<file path="src/rtl/alu_issue_stage.sv">
// Operand-issue / result-capture stage around the external ripple-carry adder.
// Holds adder operands for a settle window, then registers sum and flags.
module alu_issue_stage #(
   parameter int unsigned WIDTH         = 64,
   parameter int unsigned SETTLE_CYCLES = 2
) (
   input  logic             clk,
   input  logic             rst_n,
   input  logic             in_valid,
   output logic             in_ready,
   input  logic [1:0]       in_op,
   input  logic [WIDTH-1:0] in_a,
   input  logic [WIDTH-1:0] in_b,
   output logic [WIDTH-1:0] add_a,
   output logic [WIDTH-1:0] add_b,
   output logic             add_cin,
   input  logic [WIDTH-1:0] add_sum,
   input  logic             add_ovf,
   output logic             out_valid,
   input  logic             out_ready,
   output logic [WIDTH-1:0] out_sum,
   output logic             out_ovf,
   output logic             out_zero,
   output logic             out_neg
);

   typedef enum logic [1:0] {
      S_IDLE   = 2'd0,
      S_SETTLE = 2'd1,
      S_DONE   = 2'd2
   } state_t;

   localparam logic [1:0] OP_ADD  = 2'b00;
   localparam logic [1:0] OP_SUB  = 2'b01;
   localparam logic [1:0] OP_INC  = 2'b10;
   localparam logic [1:0] OP_PASS = 2'b11;

   localparam logic [3:0] CNT_LOAD = 4'(SETTLE_CYCLES - 1);

   state_t           r_state;
   state_t           w_next;
   logic [3:0]       r_cnt;
   logic [WIDTH-1:0] r_add_a;
   logic [WIDTH-1:0] r_add_b;
   logic             r_add_cin;
   logic [WIDTH-1:0] r_out_sum;
   logic             r_out_ovf;
   logic             r_out_zero;
   logic             r_out_neg;

   logic             w_accept;
   logic             w_capture;
   logic [WIDTH-1:0] w_b_cond;
   logic             w_cin_cond;

   assign w_accept  = in_valid && (r_state == S_IDLE);
   assign w_capture = (r_state == S_SETTLE) && (r_cnt == '0);

   always_comb begin
      w_b_cond   = '0;
      w_cin_cond = 1'b0;
      unique case (in_op)
         OP_ADD:  begin w_b_cond = in_b;  w_cin_cond = 1'b0; end
         OP_SUB:  begin w_b_cond = ~in_b; w_cin_cond = 1'b1; end
         OP_INC:  begin w_b_cond = '0;    w_cin_cond = 1'b1; end
         OP_PASS: begin w_b_cond = '0;    w_cin_cond = 1'b0; end
         default: begin w_b_cond = '0;    w_cin_cond = 1'b0; end
      endcase
   end

   always_ff @(posedge clk or negedge rst_n) begin
      if (!rst_n) r_state <= S_IDLE;
      else        r_state <= w_next;
   end

   always_comb begin
      w_next = r_state;
      unique case (r_state)
         S_IDLE:   if (in_valid)  w_next = S_SETTLE;
         S_SETTLE: if (w_capture) w_next = S_DONE;
         S_DONE:   if (out_ready) w_next = S_IDLE;
         default:  w_next = S_IDLE;
      endcase
   end

   always_ff @(posedge clk or negedge rst_n) begin
      if (!rst_n) begin
         r_cnt      <= '0;
         r_add_a    <= '0;
         r_add_b    <= '0;
         r_add_cin  <= 1'b0;
         r_out_sum  <= '0;
         r_out_ovf  <= 1'b0;
         r_out_zero <= 1'b0;
         r_out_neg  <= 1'b0;
      end else begin
         if (w_accept) begin
            r_add_a   <= in_a;
            r_add_b   <= w_b_cond;
            r_add_cin <= w_cin_cond;
            r_cnt     <= CNT_LOAD;
         end else if (r_state == S_SETTLE && !w_capture) begin
            r_cnt <= r_cnt - 4'd1;
         end
         // Sample the adder only once the ripple chain has had its settle window.
         if (w_capture) begin
            r_out_sum  <= add_sum;
            r_out_ovf  <= add_ovf;
            r_out_zero <= (add_sum == '0);
            r_out_neg  <= add_sum[WIDTH-1];
         end
      end
   end

   assign in_ready  = (r_state == S_IDLE);
   assign out_valid = (r_state == S_DONE);
   assign add_a     = r_add_a;
   assign add_b     = r_add_b;
   assign add_cin   = r_add_cin;
   assign out_sum   = r_out_sum;
   assign out_ovf   = r_out_ovf;
   assign out_zero  = r_out_zero;
   assign out_neg   = r_out_neg;

endmodule

</file>
<file path="config.mk">
export PLATFORM = sky130hd
export DESIGN_NAME = alu_issue_stage
export DESIGN_NICKNAME = d
export VERILOG_FILES = /design/src/rtl/alu_issue_stage.sv
export SDC_FILE = /design/constraint.sdc
export NUM_CORES = 1
export LEC_CHECK = 0
export BUFFER_PORTS_ARGS = -buffer_cell sky130_fd_sc_hd__buf_4
export CAP_MARGIN = 15
export CORE_AREA = 2 2 152 154
export DETAILED_ROUTE_END_ITERATION = 16
export DIE_AREA = 0 0 154 156
export GPL_TIMING_DRIVEN = 0
export PLACE_DENSITY = 0.69
export SLEW_MARGIN = 25
export SYNTH_ARGS = -nofsm -noshare
export SYNTH_HDL_FRONTEND = slang
export SYNTH_SLANG_ARGS = --single-unit
</file>
<file path="constraint.sdc">
create_clock -name clk -period 1.4 [get_ports clk]
set_input_delay 0.28 -clock clk [delete_from_list [all_inputs] [get_ports clk]]
set_output_delay 0.28 -clock clk [all_outputs]
set_load 0.05 [all_outputs]
</file>
---- Word level (Yosys, flattened, before mapping) ----
Index checks and enable logic that the tools add are counted.
W data, S select, Z words.
storage, ports and cells
  register bits ........................... 202
  bits in latches ......................... 0
  memory bits (writable) .................. 0
  ROM bits ................................ 0
  output and inout bits ................... 198
  logic and storage cells ................. 40
  memories kept ........................... 0
cells by class
  add/subtract/negate cells ............... 1
  $mul .................................... 0
  divide/modulo/power cells ............... 0
  order comparisons ....................... 0
  equality and inequality tests ........... 8
  shifts and indexed selects .............. 0
  multiplexer cells ....................... 8
  bitwise operators ....................... 1
  reduce and logical (&&, ||, !) cells .... 13
operators with widths
  kind                   number
  $pmux W64 S3           1
  $logic_not A64 Y1      1
  $not A64 Y64           1
  $mux W4                2
  $eq A2 B2 Y1 const B   3
  $mux W2                3
  $pmux W2 S3            1
  $reduce_or A2 Y1       3
  $eq A2 B1 Y1 const B   2
  $logic_not A2 Y1       2
  $logic_not A4 Y1       1
  $ne A2 B2 Y1 const B   2
  $sub A4 B1 Y4 const B  1
  $logic_and A1 B1 Y1    3
  $reduce_and A3 Y1      1
  $ne A2 B1 Y1 const B   1
  $pmux W1 S2            1
  $reduce_bool A2 Y1     1
  $logic_not A1 Y1       1

---- Depth between registers and ports, before layout ----
  depth in word-level cells ............... 6
  mapped depth ............................ 8

---- Worst setup path after synthesis ----
Ideal clock, no wire load.
  path type ............................... register to register
  from .................................... register r_state[1]
  to ...................................... register r_add_a[26], in the netlist add_a[26]
  setup time .............................. 118 ps
  arrival time ............................ 2005 ps
  path slack .............................. -722 ps
  stages on the path, launching flop included .. 8
  path buffers ............................ 3
  clock period less this slack ............ 2122 ps
  cell sequence ........................... dfrtp_1 -> nor2_1 -> nand2_1 -> buf_2 -> buf_4 -> buf_4 -> nand2_1 -> nand2_1
on the way
  longest elaborated chain between the ends .. 2
ends and longest elaborated chain
  what                    line  RTL
  from (decl)             40    state_t r_state;
  from (signal assigned)  73    else r_state <= w_next;
  $logic_not A2 Y1        n/a
  via in_ready            10    output logic in_ready,
  $logic_and A1 B1 Y1     56    assign w_accept = in_valid && (r_state == S_IDLE);
  to (signal assigned)    98    r_add_a <= in_a;
  to (decl)               43    logic [WIDTH-1:0] r_add_a;
The timed path passes the listed nets, and every way through them passes these cells.
A chain may end at the register's enable or synchronous reset.

---- Worst setup path after layout ----
  from .................................... register r_state[1]
  to ...................................... output port in_ready
on the way
  longest elaborated chain between the ends .. 1
ends and longest elaborated chain
  what              line  RTL
  $logic_not A2 Y1  115   assign in_ready = (r_state == S_IDLE);
  to (decl)         10
No other way between the ends.

==> metrics.md <==
| Metric | Value |
|---|---|
| Share of the clock period used by the worst path | `1.15` |
| Synthesized area | `8260 um^2` |
| Cell area after placement | `11,700 um^2` |
| Top FF cell, synth | `sky130_fd_sc_hd__dfrtp_1` |
| Final standard cell area without fillers | `15,300 um^2` |
| Nature of the critical path startpoint | `flip-flop` |
| DRC violation count after routing | `0` |
| Drt total wl | `32.3 mm` |
| IO Port Bufs | `a little under 400` |
| Worst VDD drop | `roughly 1.6 mV` |
| Final Hold Fails | `41` |
| Number of warnings printed during yosys synthesis | `0` |
| Critical setup path kind | `reg -> out` |
| Post-synthesis cell type with the largest combined area | `sky130_fd_sc_hd__dfrtp_1` |
| Utilization after layout | `0.684` |
| Cell types with the largest area share after synthesis | `sky130_fd_sc_hd__dfrtp_1 61%, sky130_fd_sc_hd__nand2_1 12%, sky130_fd_sc_hd__mux2_2 8.6%, sky130_fd_sc_hd__a21oi_1 3.9%, sky130_fd_sc_hd__o21ai_0 3.5%` |
| Final GP Congestion | `0.830` |
| Largest stage delay, worst path | `0.46 ns` |
| Number of antenna repair diodes | `0` |
| Seq/Total Area, Yosys | `0.609` |
| Half-perimeter wire length after detailed placement | `20.1 mm` |
| Worst min-delay path category | `in -> async` |
| Antenna violations before repair | `0` |
| Core area | `about 22,000 um^2` |
| Yosys cell types | `29` |
| CTS max path bufs | `3` |
| Routed vias | `8,341` |
| Clock tree from TritonCTS | `yes` |
| Mean area per synthesized cell | `roughly 10 um^2` |
| Worst clock skew | `0.0189 ns` |
| Upper clock frequency limit | `0.624 GHz` |
| Smallest setup slack after layout | `-0.204 ns` |
| Setup repair after global routing missed its margin | `yes` |
| Critical Path AT | `1.32 ns` |
| Area share of the largest cell type after synthesis | `0.609` |
| Most Crowded Layer GR | `met2` |
| Global-route wire length before repair | `44.1 mm` |
| Overall die area | `approximately 24,000 um^2` |
| Fin. max-slew vios | `0` |
| Net Count, Synth | `1,027` |
| Power density over cell area | `roughly 2900 nW/um^2` |
| Insertion delay of the later-clocked pin in the worst-skew pair | `0.51 ns` |
| Setup TNS Final | `-12.81 ns` |
| Final Non-Filler Cells | `1,665` |
| Maximum Capacitance Violations | `0` |
| Leak pwr | `7.59 nW` |
| Layout cell share with drive strength beyond 1 | `0.578` |
| Router iterations before antenna repair | `5` |
| Overall fraction of global-route tracks in use | `0.232` |
| Global route total overflow | `0` |
| Setup slack of the worst register-to-register path | `-0.15 ns` |
| Number of buffers created by CTS | `23` |
| Drt first-iter violations | `around 480` |
| Global-route met1 utilization | `0.276` |
| Maximum number of pins on one net before global-route repair | `83` |
| Via/cell ratio | `~5` |
| Setup violations, final | `209` |
| Number of placement rows | `55` |
| Effective utilization at floorplan | `0.369` |
| IO Count | `just under 400` |
| Gate Count Post-Synth | `824` |
| Nets | `1,570` |
| Slew at the pin with the worst max-slew slack | `0.561 ns` |
| Area growth, synth to finish | `85.2%` |
| Clock Root Buffer | `sky130_fd_sc_hd__clkbuf_16` |
| Met3 GRT Util | `0.0533` |
| Final-layout worst hold slack | `-0.349 ns` |
| Peak fanout along the critical path | `3` |
| Post-CTS clock slew at the launch and capture registers of the worst setup and hold paths | `0.06 ns` |
| Minimum period implied by the final worst setup slack | `1.60 ns` |
| Flops & latches, synth | `between 200 and 250` |
| Die Span Y | `156 um` |
| Required time reported for the critical path endpoint | `roughly 1.1 ns` |
| Result of the run | `finished with violations` |
| Async set-reset flop share out of synthesis | `1.00` |
| Violations in the final reports | `hold timing, setup timing` |
| Max-Slew Margin vs Limit | `0.626` |
| Die outline width | `154 um` |
| Number of enable flip-flop cells after synthesis | `0` |
| Number of clock sinks seen by CTS | `around 200` |
| H-tree depth | `1` |
| Kind of end point of the critical path | `output pin` |
| Number of instances in the placed design | `~1,500` |
| Cell breakdown of the critical path | `nor2_4 > buf_8` |
| Vias in the first global route | `between 8,000 and 9,000` |
| Routed wire length per instance | `19.4 um` |
| Critical path's slowest cell | `sky130_fd_sc_hd__dfrtp_2` |
| Met2 Use GR | `0.414` |
| Filler cell count in the final layout | `1,580` |
| Antenna Violating Nets Remaining | `0` |
[area by class of cell]
cell class / count / area (um^2) / share of cell area
Tap cell: 285 / 357 / 0.0233
Multi-Input combinational cell: 567 / 3820 / 0.249
Inverter: 5 / 21.3 / 0.00139
Buffer: 51 / 607 / 0.0397
Clock inverter: 3 / 17.5 / 0.00114
Sequential cell: 201 / 5030 / 0.329
Clock buffer: 35 / 681 / 0.0445
Timing Repair Buffer: 518 / 4770 / 0.312
[per-layer routing]
metal / vias to the layer above / wire, um
met5: - / 0
met4: 0 / 1030
met3: 64 / 2260
met1: 4078 / 11900
li1: 3835 / -
met2: 364 / 17200
[worst max-delay path, delay by kind of cell, from the launching register on]
family	cells	cell delay [ns]
flops	1	0.46
simple gates	1	0.19
buf+inv	1	0.18
[sequential cells by signal, indices dropped and copies added (netlist names)]
signal,count
r_state,2
add_a,64
r_cnt,4
add_cin,1
out_zero,1
out_ovf,1
add_b,64
out_sum,64
[cell families after synthesis]
family,count (synthesis),synth area share
AO/OA/AOI/OAI,131,0.0794
buffers and inverters,56,0.0327
adder cells (fa/ha/maj),4,0.00606
multiplexers,65,0.0886
flip-flops,201,0.609
XOR/XNOR,3,0.00318
AND/OR/NAND/NOR,364,0.181
[placed cells by master (no fill, tap or decap), drive strengths merged]
master / n
nand4: 4
or4: 1
o21ai: 66
nor2: 59
nor4: 16
xor2: 2
dlygate4sd3: 65
ha: 4
or3b: 1
buf: 468
xnor2: 1
a21oi: 65
nand2b: 2
clkinvlp: 1
mux2: 65
and2: 1
nand2: 265
nor3b: 9
nor3: 1
nand3: 3
or2: 1
inv: 5
dfrtp: 201
clkbuf: 71
clkinv: 2
nor2b: 1
[power by group]
group / switching, W / internal [W]
Clock: 0.00238 / 0.00332
Combinational: 0.0166 / 0.0102
Sequential: 0.00233 / 0.00872
[synth_stat cells, types with 2 or more instances]
master	number
sky130_fd_sc_hd__o21ai_1	9
sky130_fd_sc_hd__clkbuf_1	18
sky130_fd_sc_hd__a21oi_1	65
sky130_fd_sc_hd__buf_2	18
sky130_fd_sc_hd__ha_1	4
sky130_fd_sc_hd__inv_1	5
sky130_fd_sc_hd__nor4_1	15
sky130_fd_sc_hd__nand2_1	265
sky130_fd_sc_hd__buf_1	5
sky130_fd_sc_hd__nand3_1	2
sky130_fd_sc_hd__o21ai_0	57
sky130_fd_sc_hd__dfrtp_1	201
sky130_fd_sc_hd__xor2_1	2
sky130_fd_sc_hd__mux2_2	63
sky130_fd_sc_hd__nor2_1	59
sky130_fd_sc_hd__nor3b_1	9
sky130_fd_sc_hd__nand4_1	4
sky130_fd_sc_hd__buf_4	10
sky130_fd_sc_hd__mux2_1	2
sky130_fd_sc_hd__nand2b_1	2
[final timing paths]
path                                   startpoint                       to  cells after the start
min                                         rst_n    add_b[34]$_DFFE_PN0P_                      1
max in group asynchronous                   rst_n    add_a[44]$_DFFE_PN0P_                      3
max                        r_state[1]$_DFFE_PN0P_                 in_ready                      2
max reg2reg                r_state[1]$_DFFE_PN0P_     add_a[2]$_DFFE_PN0P_                      7
min reg2reg                 add_a[28]$_DFFE_PN0P_    add_a[28]$_DFFE_PN0P_                      2
min in group clk                      add_sum[55]  out_sum[55]$_DFFE_PN0P_                      2
[what timing repair did]
item,4_1_cts,5_1_grt
endpoints found under the hold margin,104,41
pin swaps,5,141
hold buffers,64,1
cloned,2,21
resized for setup,50,457
setup endpoints to repair,210,244
buffers inserted,11,25
[through the flow]
step | hold WS (ns) | worst slack [ns] | power (W)
after global routing | -0.338 | -0.255 | 0.0453
after detailed placement | 0.184 | -0.549 | 0.0316
after global placement | 0.452 | -1.40 | 0.0312
final | -0.349 | -0.204 | 0.0436
after floorplan | -0.0156 | -0.0986 | 0.0244
after CTS | -0.354 | -0.200 | 0.0383
Note: power is estimated with default switching activity, not from simulation.
